`src/rtl/relu_maxpool2x2.sv`:
```
// Streaming ReLU followed by 2x2 stride-2 max-pool with per-output argmax.
// One half-width line buffer holds the top-row pair maxima between rows.
module relu_maxpool2x2 #(
   parameter int unsigned FM_W   = 62,
   parameter int unsigned FM_H   = 62,
   parameter int unsigned DATA_W = 16
) (
   input  logic              clk,
   input  logic              rst,
   input  logic              start,
   input  logic              in_valid,
   output logic              in_ready,
   input  logic [DATA_W-1:0] in_data,
   output logic              out_valid,
   input  logic              out_ready,
   output logic [DATA_W-1:0] out_data,
   output logic [1:0]        out_argmax,
   output logic              out_last,
   output logic              busy,
   output logic              done
);

   localparam int unsigned P_W   = FM_W / 2;
   localparam int unsigned P_H   = FM_H / 2;
   localparam int unsigned COL_W = $clog2(FM_W) + 1;
   localparam int unsigned ROW_W = $clog2(FM_H) + 1;
   localparam int unsigned LB_AW = (P_W > 1) ? $clog2(P_W) : 1;
   localparam int unsigned LB_N  = 2 ** LB_AW;

   typedef enum logic [1:0] {IDLE, RUN, DONE} state_t;

   typedef struct packed {
      logic              dx;
      logic [DATA_W-1:0] val;
   } lb_entry_t;

   state_t            state, state_nxt;
   logic [COL_W-1:0]  col;
   logic [ROW_W-1:0]  row;
   logic              exhausted;
   logic [DATA_W-1:0] pair_val;
   lb_entry_t         line_buf [LB_N];

   logic              accept;
   logic              out_stall;
   logic              frame_start;
   logic [DATA_W-1:0] relu_val;
   logic              right_wins;
   logic [DATA_W-1:0] pair_max;
   logic [LB_AW-1:0]  lb_idx;
   lb_entry_t         top;
   logic              bottom_wins;
   logic              col_last;
   logic              row_last;
   logic              last_window;

   assign out_stall   = out_valid && !out_ready;
   assign in_ready    = (state == RUN) && !out_stall && !exhausted;
   assign accept      = in_valid && in_ready;
   assign frame_start = start && ((state == IDLE) || (state == DONE));
   assign busy        = (state == RUN);
   assign done        = (state == DONE);

   // After ReLU both operands are non-negative, so unsigned compares suffice.
   assign relu_val    = in_data[DATA_W-1] ? '0 : in_data;
   assign right_wins  = relu_val > pair_val;
   assign pair_max    = right_wins ? relu_val : pair_val;
   assign lb_idx      = LB_AW'(col >> 1);
   assign top         = line_buf[lb_idx];
   assign bottom_wins = pair_max > top.val;
   assign col_last    = (col == COL_W'(FM_W - 1));
   assign row_last    = (row == ROW_W'(FM_H - 1));
   assign last_window = (row == ROW_W'(2 * P_H - 1)) && (col == COL_W'(2 * P_W - 1));

   always_ff @(posedge clk) begin
      if (rst) state <= IDLE;
      else     state <= state_nxt;
   end

   always_comb begin
      state_nxt = state;
      case (state)
         IDLE:    if (start) state_nxt = RUN;
         RUN:     if (exhausted && !out_stall) state_nxt = DONE;
         DONE:    if (start) state_nxt = RUN;
         default: state_nxt = IDLE;
      endcase
   end

   // Raster position of the next beat; exhausted blocks input after the last one.
   always_ff @(posedge clk) begin
      if (rst) begin
         col       <= '0;
         row       <= '0;
         exhausted <= 1'b0;
      end else if (frame_start) begin
         col       <= '0;
         row       <= '0;
         exhausted <= 1'b0;
      end else if (accept) begin
         if (col_last) begin
            col <= '0;
            row <= row + ROW_W'(1);
            if (row_last) exhausted <= 1'b1;
         end else begin
            col <= col + COL_W'(1);
         end
      end
   end

   // Left element of a pair, then top-row pair max; contents need no reset.
   always_ff @(posedge clk) begin
      if (accept && !col[0]) pair_val <= relu_val;
      if (accept && col[0] && !row[0]) line_buf[lb_idx] <= '{dx: right_wins, val: pair_max};
   end

   // Ties keep the earlier raster position: left over right, top over bottom.
   always_ff @(posedge clk) begin
      if (rst) begin
         out_valid  <= 1'b0;
         out_data   <= '0;
         out_argmax <= 2'b00;
         out_last   <= 1'b0;
      end else begin
         if (out_valid && out_ready) out_valid <= 1'b0;
         if (accept && col[0] && row[0]) begin
            out_valid  <= 1'b1;
            out_data   <= bottom_wins ? pair_max : top.val;
            out_argmax <= bottom_wins ? {1'b1, right_wins} : {1'b0, top.dx};
            out_last   <= last_window;
         end
      end
   end

endmodule
```
`config.mk`:
```
export PLATFORM = sky130hd
export DESIGN_NAME = relu_maxpool2x2
export DESIGN_NICKNAME = d
export VERILOG_FILES = /design/src/rtl/relu_maxpool2x2.sv
export SDC_FILE = /design/constraint.sdc
export NUM_CORES = 1
export LEC_CHECK = 0
export ABC_CLOCK_PERIOD_IN_PS = 10000
export CORE_UTILIZATION = 50
export DETAILED_ROUTE_END_ITERATION = 10
export PLACE_DENSITY = 0.66
export SYNTH_ARGS = -nofsm -noshare
export SYNTH_HDL_FRONTEND = slang
export SYNTH_SLANG_ARGS = --single-unit
```
`constraint.sdc`:
```
create_clock -name clk -period 10 [get_ports clk]
set_clock_uncertainty 0.2 [all_clocks]
set_input_delay 2.5 -clock clk [delete_from_list [all_inputs] [get_ports clk]]
set_output_delay 2.5 -clock clk [all_outputs]
set_load 0.02 [all_outputs]
```
==> results of run 1 <==
-- cells by family after synthesis --
group                      Yosys count  synth area share
DFF                                568             0.714
and+or+nand+nor                    184            0.0409
buffers and inverters              130            0.0271
adders and majority gates           32            0.0172
other                                1          0.000161
AOI/OAI and AO/OA                  181            0.0562
muxes                              208             0.140
xor gates and xnor gates            11           0.00413
-- critical path: stages --
cell and delay (ns):
clkdlybuf4s50_1 0.87, and2b_1 0.30, ha_1 0.32, nand3_2 0.32
or3_1 0.52, and4b_1 0.66, or3_4 0.37, a31oi_1 0.15
inv_1 0.66, ha_1 0.30, nand4_1 0.17, nor4_2 0.32
inv_1 0.12, a211oi_4 0.61, a32oi_1 0.22, o21ai_1 0.11
-- layout make-up --
class / instances / area [um2]
clock buffers: 74 / 1450
fillers: 3479 / 19600
inverters: 52 / 195
flip-flops and latches: 568 / 16700
multi-input cells: 617 / 6040
clock inverters: 22 / 168
repair buffers: 98 / 841
well taps: 600 / 751
-- registers in the layout, summed over array words and instances (netlist names), named ones only --
signal and cells:
line_buf 512, out_data 15, pair_val 15, col 7, row 7, out_argmax 2
state 2, exhausted 1, out_last 1, out_valid 1
-- through the flow --
stage | worst slack [ns] | hold WS (ns) | total power [mW]
6_report | 1.81 | 0.288 | 4.69
5_1_grt | 1.32 | 0.311 | 4.82
4_1_cts | 1.96 | 0.285 | 4.72
3_5_place_dp | 1.34 | 0.276 | 2.83
3_3_place_gp | 1.49 | 0.265 | 2.83
2_1_floorplan | 3.04 | 0.254 | 2.77
-- worst min path at each step --
stage,cells after the start,end,slack [ns]
6_report,2,col[6],0.29
5_1_grt,2,col[6],0.31
4_1_cts,2,col[6],0.29
3_5_place_dp,2,col[6],0.28
3_3_place_gp,2,col[6],0.27
2_1_floorplan,2,col[6],0.25
-- placed cells by master (no fill, tap or decap), drive strengths merged, types with 8 or more instances in the layout --
cell           instances
edfxtp               527
mux2i                107
mux4                  94
clkbuf                74
nor2                  59
buf                   56
inv                   54
clkdlybuf4s50         42
dfxtp                 41
nand2                 33
a21oi                 32
ha                    32
nand3                 22
o21ai                 21
nor2b                 19
clkinv                17
o221ai                16
a32oi                 16
a31oi                 16
a22oi                 14
o211ai                14
o32ai                 14
o22a                  13
nand4                 12
xor2                   8
-- routing by layer --
metal  wire, um  vias to the layer above  track usage
met3       4160                      133       0.0414
met2      26800                      552        0.389
li1           -                     5434            -
met5          0                        -            0
met4       2590                        0        0.110
met1      23500                     6544        0.342
-- power by group through the flow --
| stage | Clock (mW) | Sequential [mW] | Combinational (mW) |
|---|---|---|---|
| after CTS | 1.94 | 2.63 | 0.153 |
| after floorplan | 0 | 2.68 | 0.0909 |
| after detailed placement | 0 | 2.68 | 0.152 |
| after global routing | 2.02 | 2.63 | 0.167 |
| final | 1.91 | 2.63 | 0.154 |
| after global placement | 0 | 2.68 | 0.147 |
==> impl_metrics.env, run 1 <==
export IMPL_status="completed"
export IMPL_cp_startpoint="in_data[15]"
export IMPL_post_drt_via_cell_ratio=6.23
export IMPL_yosys_area_top_type="edfxtp_1"
export IMPL_clock_latency_ns=0.61
export IMPL_layout_cells_non_filler=2031
export IMPL_overflow=0
export IMPL_grt_pass1_vias=12600
export IMPL_dr_first_iter_drc_count=1538
export IMPL_peakVddDrop_uv=132
export IMPL_placed_area_mm2=0.0245
export IMPL_finalHoldViolations=0
export IMPL_cts_resized=0
export IMPL_start_util=0.510
export IMPL_hpwl_um=34500
export IMPL_synthTopCellsByArea="edfxtp_1 68%, mux4_2 9.1%, mux2i_1 4.6%"
export IMPL_rsz0062_at_grt="false"
export IMPL_synth_commonest_cells="527 x edfxtp_1, 107 x mux2i_1, 94 x mux4_2, 59 x nor2_1, 52 x inv_1"
export IMPL_htree_levels=2
export IMPL_dieHeight_um=218
export IMPL_yosysUniqueCellTypes=66
export IMPL_setup_violations=0
export IMPL_synthArstFlopShare=0
export IMPL_cts_buffers_inserted=54
export IMPL_startpoint_type="primary input"
export IMPL_synth_fp_nets=1368
export IMPL_num_rows=78
export IMPL_tritoncts="yes"
export IMPL_cts_setup_buffers=0
export IMPL_r2r_start="pair_val[14]"
export IMPL_grt_antenna_before_repair=0
export IMPL_synth_ff_type="edfxtp_1"
export IMPL_core_area_mm2=0.0457
export IMPL_yosysSeqAreaShare=0.714
export IMPL_worst_setup_path_type="primary input to flop"
export IMPL_die_area_mm2=0.0475
export IMPL_dp_cells=1935
export IMPL_synthesis_instances=1315
export IMPL_area_delta_synth_final_pct=12.0
export IMPL_crit_arrival_ns=8.53
export IMPL_r2r_cells=15
export IMPL_r2r_end="out_data[4]"
export IMPL_stdcell_area_mm2=0.0261
export IMPL_nNetsFinal=1444
export IMPL_synth_edf_count=527
export IMPL_synth_cell_area_mm2=0.0233
export IMPL_path_max_fanout=33
export IMPL_io_buffers=42
export IMPL_vias=12700
export IMPL_worstSetupEndpointType="flop"
export IMPL_p_seq_frac=0.560
export IMPL_avgRoutedWirePerCell_um=28.1
export IMPL_fmax_mhz=122
export IMPL_final_util=0.571
export IMPL_drv_slew=0
export IMPL_crit_end="out_data[4]"
export IMPL_die_x_um=218
export IMPL_worst_ep_required_time_ns=10.34
export IMPL_slew_headroom=0.203
export IMPL_synth_top_area_frac=0.679
export IMPL_finalCriticalPeriod_ns=8.19
export IMPL_yosysMostFrequentCell="edfxtp_1"
export IMPL_place_gp_congestion=0.861
export IMPL_synth_seq_cells=568
export IMPL_worstHoldPathType="flop to flop"
export IMPL_clock_sinks=568
export IMPL_cellPowerDensity_mw_per_mm2=180
export IMPL_cts_hold_buf=0
export IMPL_p_clk_frac=0.407
export IMPL_grt_usage=0.247
export IMPL_fin_setup_tns_ns=0
export IMPL_grt_start_max_net_pins=54
export IMPL_p_sw_mw=0.969
export IMPL_ant_nets=0
export IMPL_syn_area_per_cell_um2=17.7
export IMPL_yosysWarningCount=0
export IMPL_final_period_utilization=0.819
export IMPL_ctsLongestPathBuffers=3
export IMPL_wirelength_um=57100
export IMPL_p_leak_nw=8.15
export IMPL_internal_power_mw=3.72
export IMPL_comb_power_share=0.033
export IMPL_drc=0
export IMPL_boundaryPins=44
export IMPL_clk_pin_slew_worst_paths_ns=0.06
export IMPL_p_sw_frac=0.207
export IMPL_drive_above_1_share=0.172
export IMPL_first_pass_iters=5
export IMPL_ctsRootBufferMaster="clkbuf_16"
export IMPL_grt_pass1_wl_um=83900
export IMPL_r2r_setup_slack_ns=4.48
export IMPL_max_cap_viol_count=0
export IMPL_worst_slew_pin_slew_ns=1.19
export IMPL_antenna_cells=0
export IMPL_hp_start="col[6]"
Power figures use the tool's default switching activity.
==> inputs of run 2 (changes only) <==
--- a/config.mk
+++ b/config.mk
@@ -5,7 +5,7 @@
 export SDC_FILE = /design/constraint.sdc
 export NUM_CORES = 1
 export LEC_CHECK = 0
-export ABC_CLOCK_PERIOD_IN_PS = 10000
+export ABC_CLOCK_PERIOD_IN_PS = 8400
 export CORE_UTILIZATION = 50
 export DETAILED_ROUTE_END_ITERATION = 10
 export PLACE_DENSITY = 0.66
==> constraint.sdc (replaced) <==
create_clock -name clk -period 8.4 [get_ports clk]
set_clock_uncertainty 0.2 [all_clocks]
set_input_delay 2.1 -clock clk [delete_from_list [all_inputs] [get_ports clk]]
set_output_delay 2.1 -clock clk [all_outputs]
set_load 0.02 [all_outputs]
==> impl_metrics.env, run 2 (synthesized netlist as in run 1, its figures left out) <==
export IMPL_final_cell_mix="527 x edfxtp_1, 107 x mux2i_1, 94 x mux4_2, 59 x clkbuf_16"
export IMPL_worstHoldPathType="flop to flop"
export IMPL_avgRoutedWirePerCell_um=25.9
export IMPL_area_delta_synth_final_pct=13.3
export IMPL_max_cap_viol_count=0
export IMPL_pre_cts_ws_ns=0.708
export IMPL_worstSetupEndpointType="flop"
export IMPL_cp_slowest_cell="clkdlybuf4s50_1"
export IMPL_cts_hold_buf=0
export IMPL_place_gp_congestion=0.872
export IMPL_clock_sinks=568
export IMPL_fin_setup_tns_ns=0
export IMPL_setup_violations=0
export IMPL_clock_latency_ns=0.62
export IMPL_first_pass_iters=5
export IMPL_crit_end="out_data[8]"
export IMPL_finalCriticalPeriod_ns=7.14
export IMPL_cts_setup_buffers=0
export IMPL_num_rows=78
export IMPL_timing_hold_ws_ns=0.260
export IMPL_ctsRootBufferMaster="clkbuf_16"
export IMPL_htree_levels=2
export IMPL_grt_antenna_before_repair=0
export IMPL_drc=0
export IMPL_worst_ep_required_time_ns=8.74
export IMPL_p_leak_nw=8.29
export IMPL_crit_arrival_ns=7.48
export IMPL_r2r_end="out_data[8]"
export IMPL_overflow=0
export IMPL_grt_start_max_net_pins=79
export IMPL_comb_power_share=0.033
export IMPL_layout_cells_non_filler=2042
export IMPL_io_buffers=42
export IMPL_p_seq_frac=0.530
export IMPL_peakVddDrop_uv=206
export IMPL_dieHeight_um=218
export IMPL_hp_start="out_argmax[1]"
export IMPL_final_common_cell="edfxtp_1"
export IMPL_cp_startpoint="in_data[15]"
export IMPL_grt_pass1_vias=12500
export IMPL_status="completed"
export IMPL_max_flop_register="line_buf"
export IMPL_ctsLongestPathBuffers=3
export IMPL_dr_first_iter_drc_count=1372
export IMPL_p_sw_frac=0.203
export IMPL_nNetsFinal=1451
export IMPL_cp_cell_sequence="clkdlybuf4s50_1, and2b_1, ha_1, nand3_2, or3_1, and4b_1, o32ai_1, a31oi_1, inv_1, ha_1, nand4_1, nor4_2, inv_1, a211oi_4, a32oi_1, o21ai_1"
export IMPL_r2r_setup_slack_ns=3.22
export IMPL_dp_cells=1938
export IMPL_cellPowerDensity_mw_per_mm2=223
export IMPL_finalWorstSetupSlack_ns=1.26
export IMPL_start_util=0.510
export IMPL_die_area_mm2=0.0475
export IMPL_p_sw_mw=1.20
export IMPL_reg_top3="line_buf x512, out_data x15, pair_val x15"
export IMPL_hpwl_um=31700
export IMPL_drive_above_1_share=0.178
export IMPL_r2r_cells=13
export IMPL_worst_setup_path_type="primary input to flop"
export IMPL_clk_pin_slew_worst_paths_ns=0.06
export IMPL_final_period_utilization=0.850
export IMPL_vias=12400
export IMPL_core_area_mm2=0.0457
export IMPL_grt_usage=0.229
export IMPL_die_x_um=218
export IMPL_ant_nets=0
export IMPL_post_drt_via_cell_ratio=6.05
export IMPL_slew_headroom=0.221
export IMPL_worst_slew_pin_slew_ns=1.17
export IMPL_drv_slew=0
export IMPL_startpoint_type="primary input"
export IMPL_wirelength_um=52900
export IMPL_internal_power_mw=4.70
export IMPL_finalHoldViolations=0
export IMPL_fmax_mhz=140
export IMPL_tritoncts="yes"
export IMPL_cpPeakStageDelay_ns=0.86
export IMPL_boundaryPins=44
export IMPL_p_clk_frac=0.436
export IMPL_rsz0062_at_grt="false"
export IMPL_largest_reg_flops=512
export IMPL_cts_resized=0
export IMPL_path_max_fanout=18
export IMPL_grt_pass1_wl_um=79000
export IMPL_cts_buffers_inserted=58
[run 2: cell types whose count changed in the layout (fill, tap and decap cells not counted), moves of 2 or more]
cell | previous run | this run
inv_6 | 2 | 0
clkbuf_8 | 2 | 0
buf_4 | 56 | 58
nor2b_2 | 3 | 1
nor2b_1 | 16 | 18
bufinv_16 | 2 | 8
clkbuf_16 | 54 | 59
diode_2 | 0 | 2
clkbuf_1 | 18 | 14
[run 2: how the worst min path moves through the flow]
stage                          to  slack (ns)  cells after the start
global placement    out_argmax[1]        0.25                      2
finish              out_argmax[1]        0.26                      2
CTS                 out_argmax[1]        0.26                      2
detailed placement  out_argmax[1]        0.25                      2
floorplan                  col[6]        0.25                      2
global route        out_argmax[1]        0.27                      2
[run 2: critical path, delay by kind of cell]
kind | cells | cell delay (ns)
simple gates | 6 | 2.22
compound gates | 5 | 1.44
buf+inv | 3 | 1.09
fa+ha+maj | 2 | 0.61
[run 2: metal layers]
metal / up-vias / part of all wire / track usage
li1: 5449 / - / -
met1: 6407 / 0.43 / 0.324
met2: 408 / 0.47 / 0.354
met3: 92 / 0.063 / 0.0379
met4: 0 / 0.036 / 0.0932
met5: - / 0 / 0
[run 2: stage by stage]
stage	utilization	power (mW)	cell area, um2
after global placement	0.537	3.38	24500
after CTS	0.578	5.94	26400
after global routing	0.578	6.06	26400
final	0.578	5.90	26400
after detailed placement	0.537	3.39	24500
after floorplan	-	3.30	23300
[run 2: final cells by class]
cell class / instances / area (um2)
tap: 600 / 751
timing repair buffer: 101 / 876
clock buffer: 73 / 1530
fill: 3478 / 19300
antenna: 2 / 5.00
clock inverter: 29 / 358
multi-input combinational: 617 / 6030
inverter: 52 / 195
sequential: 568 / 16700
[run 2: power groups by stage]
stage          clock (mW)  sequential [mW]  combinational (mW)
3_3_place_gp            0             3.19               0.190
5_1_grt              2.72             3.13               0.214
3_5_place_dp            0             3.19               0.197
4_1_cts              2.62             3.13               0.198
6_report             2.57             3.13               0.197
2_1_floorplan           0             3.19               0.108
